===== src/rtl/ring_freq_counter_pkg.sv =====
// Shared types and defaults for the ring-divider frequency counter.
package ring_freq_pkg;

    typedef enum logic [1:0] {
        IDLE = 2'd0,
        GATE = 2'd1,
        HOLD = 2'd2
    } state_t;

    localparam int DEF_GATE_CYCLES = 1024;
    localparam int DEF_CNT_W       = 16;
    localparam int DEF_SYNC_STAGES = 2;

    // Width of the down-counter that spans one gate window (holds GATE_CYCLES-1).
    function automatic int gate_cnt_w(input int gate_cycles);
        return $clog2(gate_cycles);
    endfunction

endpackage


===== src/rtl/ring_freq_counter_if.sv =====
// Measurement request / result handshake between consumer (master) and counter (slave).
interface ring_freq_counter_if #(
    parameter int CNT_W = ring_freq_pkg::DEF_CNT_W
);
    logic             start;
    logic             ack;
    logic             busy;
    logic             valid;
    logic [CNT_W-1:0] count;
    logic             overflow;

    modport master (output start, ack, input busy, valid, count, overflow);
    modport slave  (input start, ack, output busy, valid, count, overflow);
endinterface


===== src/rtl/ring_freq_counter_edge_sync.sv =====
// Brings the asynchronous ring signal into the clk domain and flags its rising edges.
module ring_edge_sync #(
    parameter int SYNC_STAGES = 2
) (
    input  logic clk,
    input  logic rst,
    input  logic d_async,
    output logic edge_det
);
    logic [SYNC_STAGES-1:0] sync_q;
    logic                   prev;

    // Synchronizer shift chain followed by one delay flop for edge detection.
    always_ff @(posedge clk or posedge rst) begin
        if (rst) begin
            sync_q <= '0;
            prev   <= 1'b0;
        end else begin
            sync_q <= {sync_q[SYNC_STAGES-2:0], d_async};
            prev   <= sync_q[SYNC_STAGES-1];
        end
    end

    assign edge_det = sync_q[SYNC_STAGES-1] & ~prev;
endmodule


===== src/rtl/ring_freq_counter.sv =====
// Counts rising edges of the divided ring signal over a GATE_CYCLES clk window and
// hands the result over a valid/ack handshake.
// Optional feature macro: RING_FREQ_CONTINUOUS_EN (back-to-back windows while start is held).
module ring_freq_counter
    import ring_freq_pkg::*;
#(
    parameter int GATE_CYCLES = DEF_GATE_CYCLES,
    parameter int CNT_W       = DEF_CNT_W,
    parameter int SYNC_STAGES = DEF_SYNC_STAGES
) (
    input  logic                clk,
    input  logic                rst,
    input  logic                ring_in,
    ring_freq_counter_if.slave  bus
);
    localparam int             GW        = gate_cnt_w(GATE_CYCLES);
    localparam logic [GW-1:0]  GATE_LAST = GW'(GATE_CYCLES - 1);
    localparam logic [CNT_W-1:0] CNT_MAX = '1;

    state_t            state, state_n;
    logic [GW-1:0]     gate_cnt, gate_cnt_n;
    logic [CNT_W-1:0]  edge_cnt, edge_cnt_n, acc_cnt;
    logic              ovf, ovf_n, acc_ovf;
    logic [CNT_W-1:0]  count_q, count_n;
    logic              overflow_q, overflow_n;
    logic              valid_q, valid_n;
    logic              edge_det;

    ring_edge_sync #(.SYNC_STAGES(SYNC_STAGES)) u_sync (
        .clk      (clk),
        .rst      (rst),
        .d_async  (ring_in),
        .edge_det (edge_det)
    );

    // State and datapath registers; reset discards any in-flight measurement.
    always_ff @(posedge clk or posedge rst) begin
        if (rst) begin
            state      <= IDLE;
            gate_cnt   <= '0;
            edge_cnt   <= '0;
            ovf        <= 1'b0;
            count_q    <= '0;
            overflow_q <= 1'b0;
            valid_q    <= 1'b0;
        end else begin
            state      <= state_n;
            gate_cnt   <= gate_cnt_n;
            edge_cnt   <= edge_cnt_n;
            ovf        <= ovf_n;
            count_q    <= count_n;
            overflow_q <= overflow_n;
            valid_q    <= valid_n;
        end
    end

    // Next-state logic; acc_* is the running window total including this cycle's edge.
    always_comb begin
        acc_cnt    = edge_cnt;
        acc_ovf    = ovf;
        state_n    = state;
        gate_cnt_n = gate_cnt;
        edge_cnt_n = edge_cnt;
        ovf_n      = ovf;
        count_n    = count_q;
        overflow_n = overflow_q;
        valid_n    = valid_q;

        if (edge_det) begin
            if (edge_cnt == CNT_MAX) acc_ovf = 1'b1;
            else                     acc_cnt = edge_cnt + 1'b1;
        end

        case (state)
            IDLE: begin
                if (bus.start) begin
                    state_n    = GATE;
                    gate_cnt_n = GATE_LAST;
                    edge_cnt_n = '0;
                    ovf_n      = 1'b0;
                end
            end
            GATE: begin
                valid_n    = 1'b0;
                edge_cnt_n = acc_cnt;
                ovf_n      = acc_ovf;
                gate_cnt_n = gate_cnt - 1'b1;
                if (gate_cnt == '0) begin
                    count_n    = acc_cnt;
                    overflow_n = acc_ovf;
                    valid_n    = 1'b1;
`ifdef RING_FREQ_CONTINUOUS_EN
                    // The final-cycle edge belongs to the closing window, so the next
                    // window starts from zero: nothing is counted twice or dropped.
                    if (bus.start) begin
                        gate_cnt_n = GATE_LAST;
                        edge_cnt_n = '0;
                        ovf_n      = 1'b0;
                    end else begin
                        state_n = HOLD;
                    end
`else
                    state_n = HOLD;
`endif
                end
            end
            HOLD: begin
                if (bus.ack) begin
                    valid_n = 1'b0;
                    state_n = IDLE;
                end
            end
            default: state_n = IDLE;
        endcase
    end

    assign bus.busy     = (state != IDLE);
    assign bus.valid    = valid_q;
    assign bus.count    = count_q;
    assign bus.overflow = overflow_q;
endmodule

===== src/flat_wrapper.sv =====
// flat-port wrapper written by rule: the top's interface ports become plain ports
module ring_freq_counter_flat import ring_freq_pkg::*;
#(
    parameter int GATE_CYCLES = DEF_GATE_CYCLES,
    parameter int CNT_W       = DEF_CNT_W,
    parameter int SYNC_STAGES = DEF_SYNC_STAGES
)
  (clk, rst, ring_in, bus_start, bus_ack, bus_busy, bus_valid, bus_count, bus_overflow);
  ring_freq_counter_if #(.CNT_W(CNT_W)) bus_i ();
  input  logic clk;
  input  logic rst;
  input  logic ring_in;
  input wire logic [$bits(bus_i.start)-1:0] bus_start;
  input wire logic [$bits(bus_i.ack)-1:0] bus_ack;
  output wire logic [$bits(bus_i.busy)-1:0] bus_busy;
  output wire logic [$bits(bus_i.valid)-1:0] bus_valid;
  output wire logic [$bits(bus_i.count)-1:0] bus_count;
  output wire logic [$bits(bus_i.overflow)-1:0] bus_overflow;
  assign bus_i.start = bus_start;
  assign bus_i.ack = bus_ack;
  assign bus_busy = bus_i.busy;
  assign bus_valid = bus_i.valid;
  assign bus_count = bus_i.count;
  assign bus_overflow = bus_i.overflow;
  ring_freq_counter #(.GATE_CYCLES(GATE_CYCLES), .CNT_W(CNT_W), .SYNC_STAGES(SYNC_STAGES)) u_core (.clk(clk), .rst(rst), .ring_in(ring_in), .bus(bus_i));
endmodule

===== config.mk =====
export PLATFORM = sky130hd
export DESIGN_NAME = ring_freq_counter_flat
export DESIGN_NICKNAME = d
export VERILOG_FILES = /design/src/rtl/ring_freq_counter_pkg.sv /design/src/rtl/ring_freq_counter_if.sv /design/src/rtl/ring_freq_counter_edge_sync.sv /design/src/rtl/ring_freq_counter.sv /design/src/flat_wrapper.sv
export SDC_FILE = /design/constraint.sdc
export NUM_CORES = 1
export LEC_CHECK = 0
export ABC_CLOCK_PERIOD_IN_PS = 2400
export CORE_ASPECT_RATIO = 1.5
export CORE_UTILIZATION = 42
export DETAILED_ROUTE_END_ITERATION = 16
export PLACE_DENSITY_LB_ADDON = 0.25
export REMOVE_ABC_BUFFERS = 1
export SYNTH_ARGS = -nofsm -noshare
export SYNTH_HDL_FRONTEND = slang
export SYNTH_SLANG_ARGS = --single-unit

===== constraint.sdc =====
create_clock -name clk -period 2.4 [get_ports clk]
set_input_delay 0.72 -clock clk [delete_from_list [all_inputs] [get_ports clk]]
set_output_delay 0.72 -clock clk [all_outputs]
set_load 0.05 [all_outputs]

== After elaboration in Yosys (flattened, before gate mapping) ==
Cells that the tools add are included.
Word-level totals
  logic and storage cells: 45
  input bits: 5
  bits in registers: 50
Operators by class
  equal/unequal tests: 6
  add/subtract/negate cells: 2
  bitwise gates (word level): 2
  reduce and logical (&&, ||, !) cells: 9
  mux-type cells: 17
Operator list (count)
  16-bit 2-to-1 mux: 3
  16-bit case mux with 2 select lines: 1
  10-bit case mux with 2 select lines: 1
  16-bit by 1-bit adder with 16-bit output (second input constant): 1
  16-bit == test (second input constant): 1
  10-bit zero test: 1
  10-bit 2-to-1 mux: 1
  10-bit by 1-bit subtractor with 10-bit output (second input constant): 1
  2-bit 2-to-1 mux: 3
  2-bit case mux with 3 select lines: 1
  2-bit AND reduction: 3
  2-bit nonzero test: 3
  1-bit 2-to-1 mux: 5
  2-bit != test (second input constant): 2
  1-bit case mux with 2 select lines: 2
  3-bit AND reduction: 1
  2-bit by 1-bit == test with 1-bit output (second input constant): 1
  2-bit == test (second input constant): 1
  2-bit zero test: 1
  2-bit by 1-bit != test with 1-bit output (second input constant): 1
  1-bit bitwise AND: 1
  1-bit inverter: 1

== Depth between registers and ports, before layout ==
  depth in word-level cells: 4
  mapped depth: 8
  mapped depth without buffers: 7

== Cells and area by module ==
From an unflattened synthesis, not the netlist that was laid out.
Second synthesis, totals
  cells, all modules: 289
  area, all modules: 2741.4 um^2
By module, submodules not included
  ring_freq_counter: times used 1, cells an instance 284, sequential area each 1176.1 um^2, area each 2648.8 um^2
  ring_edge_sync: times used 1, cells an instance 5, sequential area each 75.1 um^2, area each 92.6 um^2

== Worst setup path before layout ==
Ideal clock, no wire load.
  path type: input port to flip-flop
  from: in bus_start
  to: reg u_core.gate_cnt[6]
  slack: 452 ps
  library setup time: 125 ps
  path buffers: 0
  data arrival time: 1823 ps
  stages: 5
  path through: o21bai_4 > or4b_4 > or3_1 > xor2_1 > nand2_1
On the way
  cells in the longest elaborated chain, start to end: 2
RTL lines
  start: declaration: RTL line flat_wrapper.sv:13  | input wire logic [$bits(bus_i.start)-1:0] bus_start;
  2-bit != test (no line)
  2-bit AND reduction (no line)
  end signal: assignment: RTL line ring_freq_counter.sv:48  | gate_cnt <= gate_cnt_n;
  end: declaration: RTL line ring_freq_counter.sv:21  | logic [GW-1:0] gate_cnt, gate_cnt_n;
No other way between the ends.
A chain may end at the register's enable or synchronous reset.

== Worst setup path after layout ==
  from: reg u_core.overflow_q, in the netlist u_core.bus.overflow
  to: out bus_overflow
RTL lines
  start: declaration: RTL line ring_freq_counter.sv:25  | logic overflow_q, overflow_n;
  start signal: assignment: RTL line ring_freq_counter.sv:52  | overflow_q <= overflow_n;
  end: declaration: RTL line flat_wrapper.sv:18  | output wire logic [$bits(bus_i.overflow)-1:0] bus_overflow;
No word-level cell between the ends.

==> run summary <==
drt drc -> 0
Sw Ratio -> 26.8%
Chip Height -> 97.4 um
final hold vios -> 0
most frequent cells in the layout -> 50 x dfrtp_1, 33 x nand2_1, 22 x clkdlybuf4s50_1
Synth Warn # -> 0
Worst Max-Slew Pin Slew -> 542 ps
Final Wtd Congestion -> 0.812
startpoint class of the critical path -> flip-flop
R2R depth -> 8
cts hold-fix bufs -> 0
end of the worst register-to-register path -> u_core.bus.overflow$_DFFE_PP0P_
Worst Hold Launch -> u_core.u_sync.sync_q[0]$_DFF_PP0_
Seq cells post-synth -> 50
WHS Path Cells -> 0
# Post-CTS Setup Buffers -> 0
Util after Layout -> 52.4%
Buffers on Ports -> 23
total track usage -> 18.3%
Flop pwr share -> 50.1%
switching power -> 0.000561 W
Crit Path Category -> reg -> out
CP top delay family -> buffers and inverters
CTS Buffer Depth -> 2
Clock transition at path regs -> 90 ps
clock latency on the worst-skew pair -> 300 ps
CP Capture Type -> output port
Internal -> 0.00153 W
H-tree depth -> 2
clk sinks -> 50
Synth Flop Type -> dfrtp_1
Pre-Repair DR Iteration Count -> 4
Avg Cell Area, Syn -> 9.57 um^2
initial antenna violation count -> 0
Initial DRC Count -> 84
Post-DRT Antenna Nets -> 0
post-DP HPWL -> 3600 um
HP Class -> reg -> reg
root buffer cell -> clkbuf_8
crit path buf inv count -> 1
pin count of the biggest net entering global routing -> 51
Initial Utilization -> 43.7%
Nets -> 302
Max IR drop VDD -> 0.486 mV
Slew HR -> 63.5%
total power -> 0.00209 W
f_max -> 0.458 GHz
most common cell after layout, fill and taps aside -> dfrtp_1
CTS buffer count -> 5
Mapped Cells -> 266
min Tclk post-route -> 2180 ps
Comb pwr share -> 15.2%
setup violators final -> 0
die width -> 65.6 um
layout cell share with drive strength beyond 1 -> 11.5%
GRT overflow -> 0
Final period util -> 91.0%
# IOs -> 24
Final Max Tran Viols -> 0
clock share of power -> 34.7%
DIE AREA -> 0.00638 mm^2
slowest stage delay, CP -> 810 ps
FF-to-FF Start -> u_core.gate_cnt[0]$_DFFE_PP0P_
status -> finished clean
Vias -> 2011
core area -> 0.00583 mm^2
Async SR Flop Fraction -> 100%
Setup WS pre-CTS -> -116 ps
first-pass GRT wire length -> 9090 um
Antenna Diode Count -> 0
drt wl/cell -> 14.2 um
Post-Syn Area -> 0.00255 mm^2
Clock Skews -> 6.68 ps
FP Rows -> 34
Yosys cell types -> 53
Fill cells -> 538
EDFF count, synth -> 0
register area share after synthesis -> 49.1%
Max stage delay cell, worst path -> clkdlybuf4s50_1
vias per cell -> 5.46
Critical Path RT -> 1680 ps
vias in the first global route -> 1952
RSZ-0062 raised after global routing -> no
static leakage -> 1.26 nW
CTS tree -> done
Setup TNS -> 0 ps
area grow syn2layout -> 19.9%
worst endpoint data arrival time -> 1460 ps
R2R Setup Slk -> 330 ps
PD cells -> 685 mW/mm^2
DRT Wirelength -> 5240 um
Worst Slack Setup Final -> 215 ps
crit-path cells -> clkdlybuf4s50_1
worst hold endpoint -> u_core.u_sync.sync_q[1]$_DFF_PP0_
CTS resizes -> 0
max capacitance violation total -> 0
Max FO, Critical Path -> 2
==> synthesized netlist by cell type, types with 3 or more instances <==
library cell / count / share of area (%)
nand2b_1: 6 / 1.5
nor3_1: 4 / 0.79
inv_1: 9 / 1.3
nor4_1: 3 / 0.74
o21ai_1: 14 / 2.8
xor2_1: 6 / 2.1
xnor2_1: 9 / 3.1
nand3_1: 8 / 1.6
nor2_1: 16 / 2.4
nand2_1: 33 / 4.9
o21a_1: 3 / 0.88
a31oi_1: 5 / 1.2
a21o_1: 3 / 0.88
clkbuf_1: 6 / 0.88
buf_2: 6 / 1.2
o21ai_0: 17 / 3.3
a21oi_1: 17 / 3.3
mux2i_1: 4 / 1.6
and3_1: 3 / 0.74
dfrtp_1: 50 / 49
nand4_1: 5 / 1.2
or3_1: 3 / 0.74
==> registers in the layout, indices dropped and copies added (netlist names) <==
signal,flops
u_core.bus.overflow,1
u_core.u_sync.sync_q,2
u_core.u_sync.prev,1
u_core.gate_cnt,10
u_core.edge_cnt,16
u_core.bus.count,16
u_core.bus.valid,1
u_core.state,2
u_core.ovf,1
==> logic make-up after synthesis <==
group,Yosys count,share of synthesized area [%]
buf+inv,22,3.54
flops,50,49.1
compound gates,73,18.1
mux,5,2.01
xor+xnor,15,5.16
simple gates,99,21.1
fa+ha+maj,2,0.983
==> through the flow <==
stage                     hold slack, ps  instance area (um^2)  instances
after floorplan                      331                  2490        253
after global placement               333                  2910        360
after detailed placement             350                  2910        360
after CTS                            372                  3050        368
after global routing                 390                  3050        368
final                                367                  3050        368
==> per-layer routing <==
metal	track usage (%)	vias to the layer above	share of wire, %
met3	2.93	10	2.8
met5	0	-	0
li1	-	1000	-
met2	29.8	39	51
met1	22.7	962	44
met4	9.36	0	2.7
==> how the worst max path moves through the flow <==
stage                                         start                          endpoint  cells past startpoint
floorplan               u_core.state[0]$_DFFE_PP0P_  u_core.bus.count[13]$_DFFE_PP0P_                      3
global placement                          bus_start    u_core.gate_cnt[6]$_DFFE_PP0P_                      6
detailed placement                        bus_start    u_core.gate_cnt[6]$_DFFE_PP0P_                      6
CTS                 u_core.bus.count[7]$_DFFE_PP0P_                      bus_count[7]                      1
global route        u_core.bus.count[7]$_DFFE_PP0P_                      bus_count[7]                      1
finish              u_core.bus.overflow$_DFFE_PP0P_                      bus_overflow                      1
==> power by group through the flow <==
| stage | registers, W | clock network, W | logic [W] |
|---|---|---|---|
| finish | 0.00105 | 0.000725 | 0.000318 |
| global route | 0.00107 | 0.000782 | 0.000367 |
| CTS | 0.00105 | 0.000754 | 0.000322 |
| detailed placement | 0.00106 | 0 | 0.000324 |
| global placement | 0.00106 | 0 | 0.000313 |
| floorplan | 0.00104 | 0 | 0.000232 |
==> final cells by class <==
class                      instances  area [um^2]  area share (%)
sequential                        50         1250            41.0
timing repair buffer              35          330            10.8
clock buffer                       6         82.6            2.70
multi-input combinational        194         1200            39.5
tap                               72         90.1            2.95
clock inverter                     2         60.1            1.97
inverter                           9         33.8            1.11
Power figures use the tool's default switching activity.
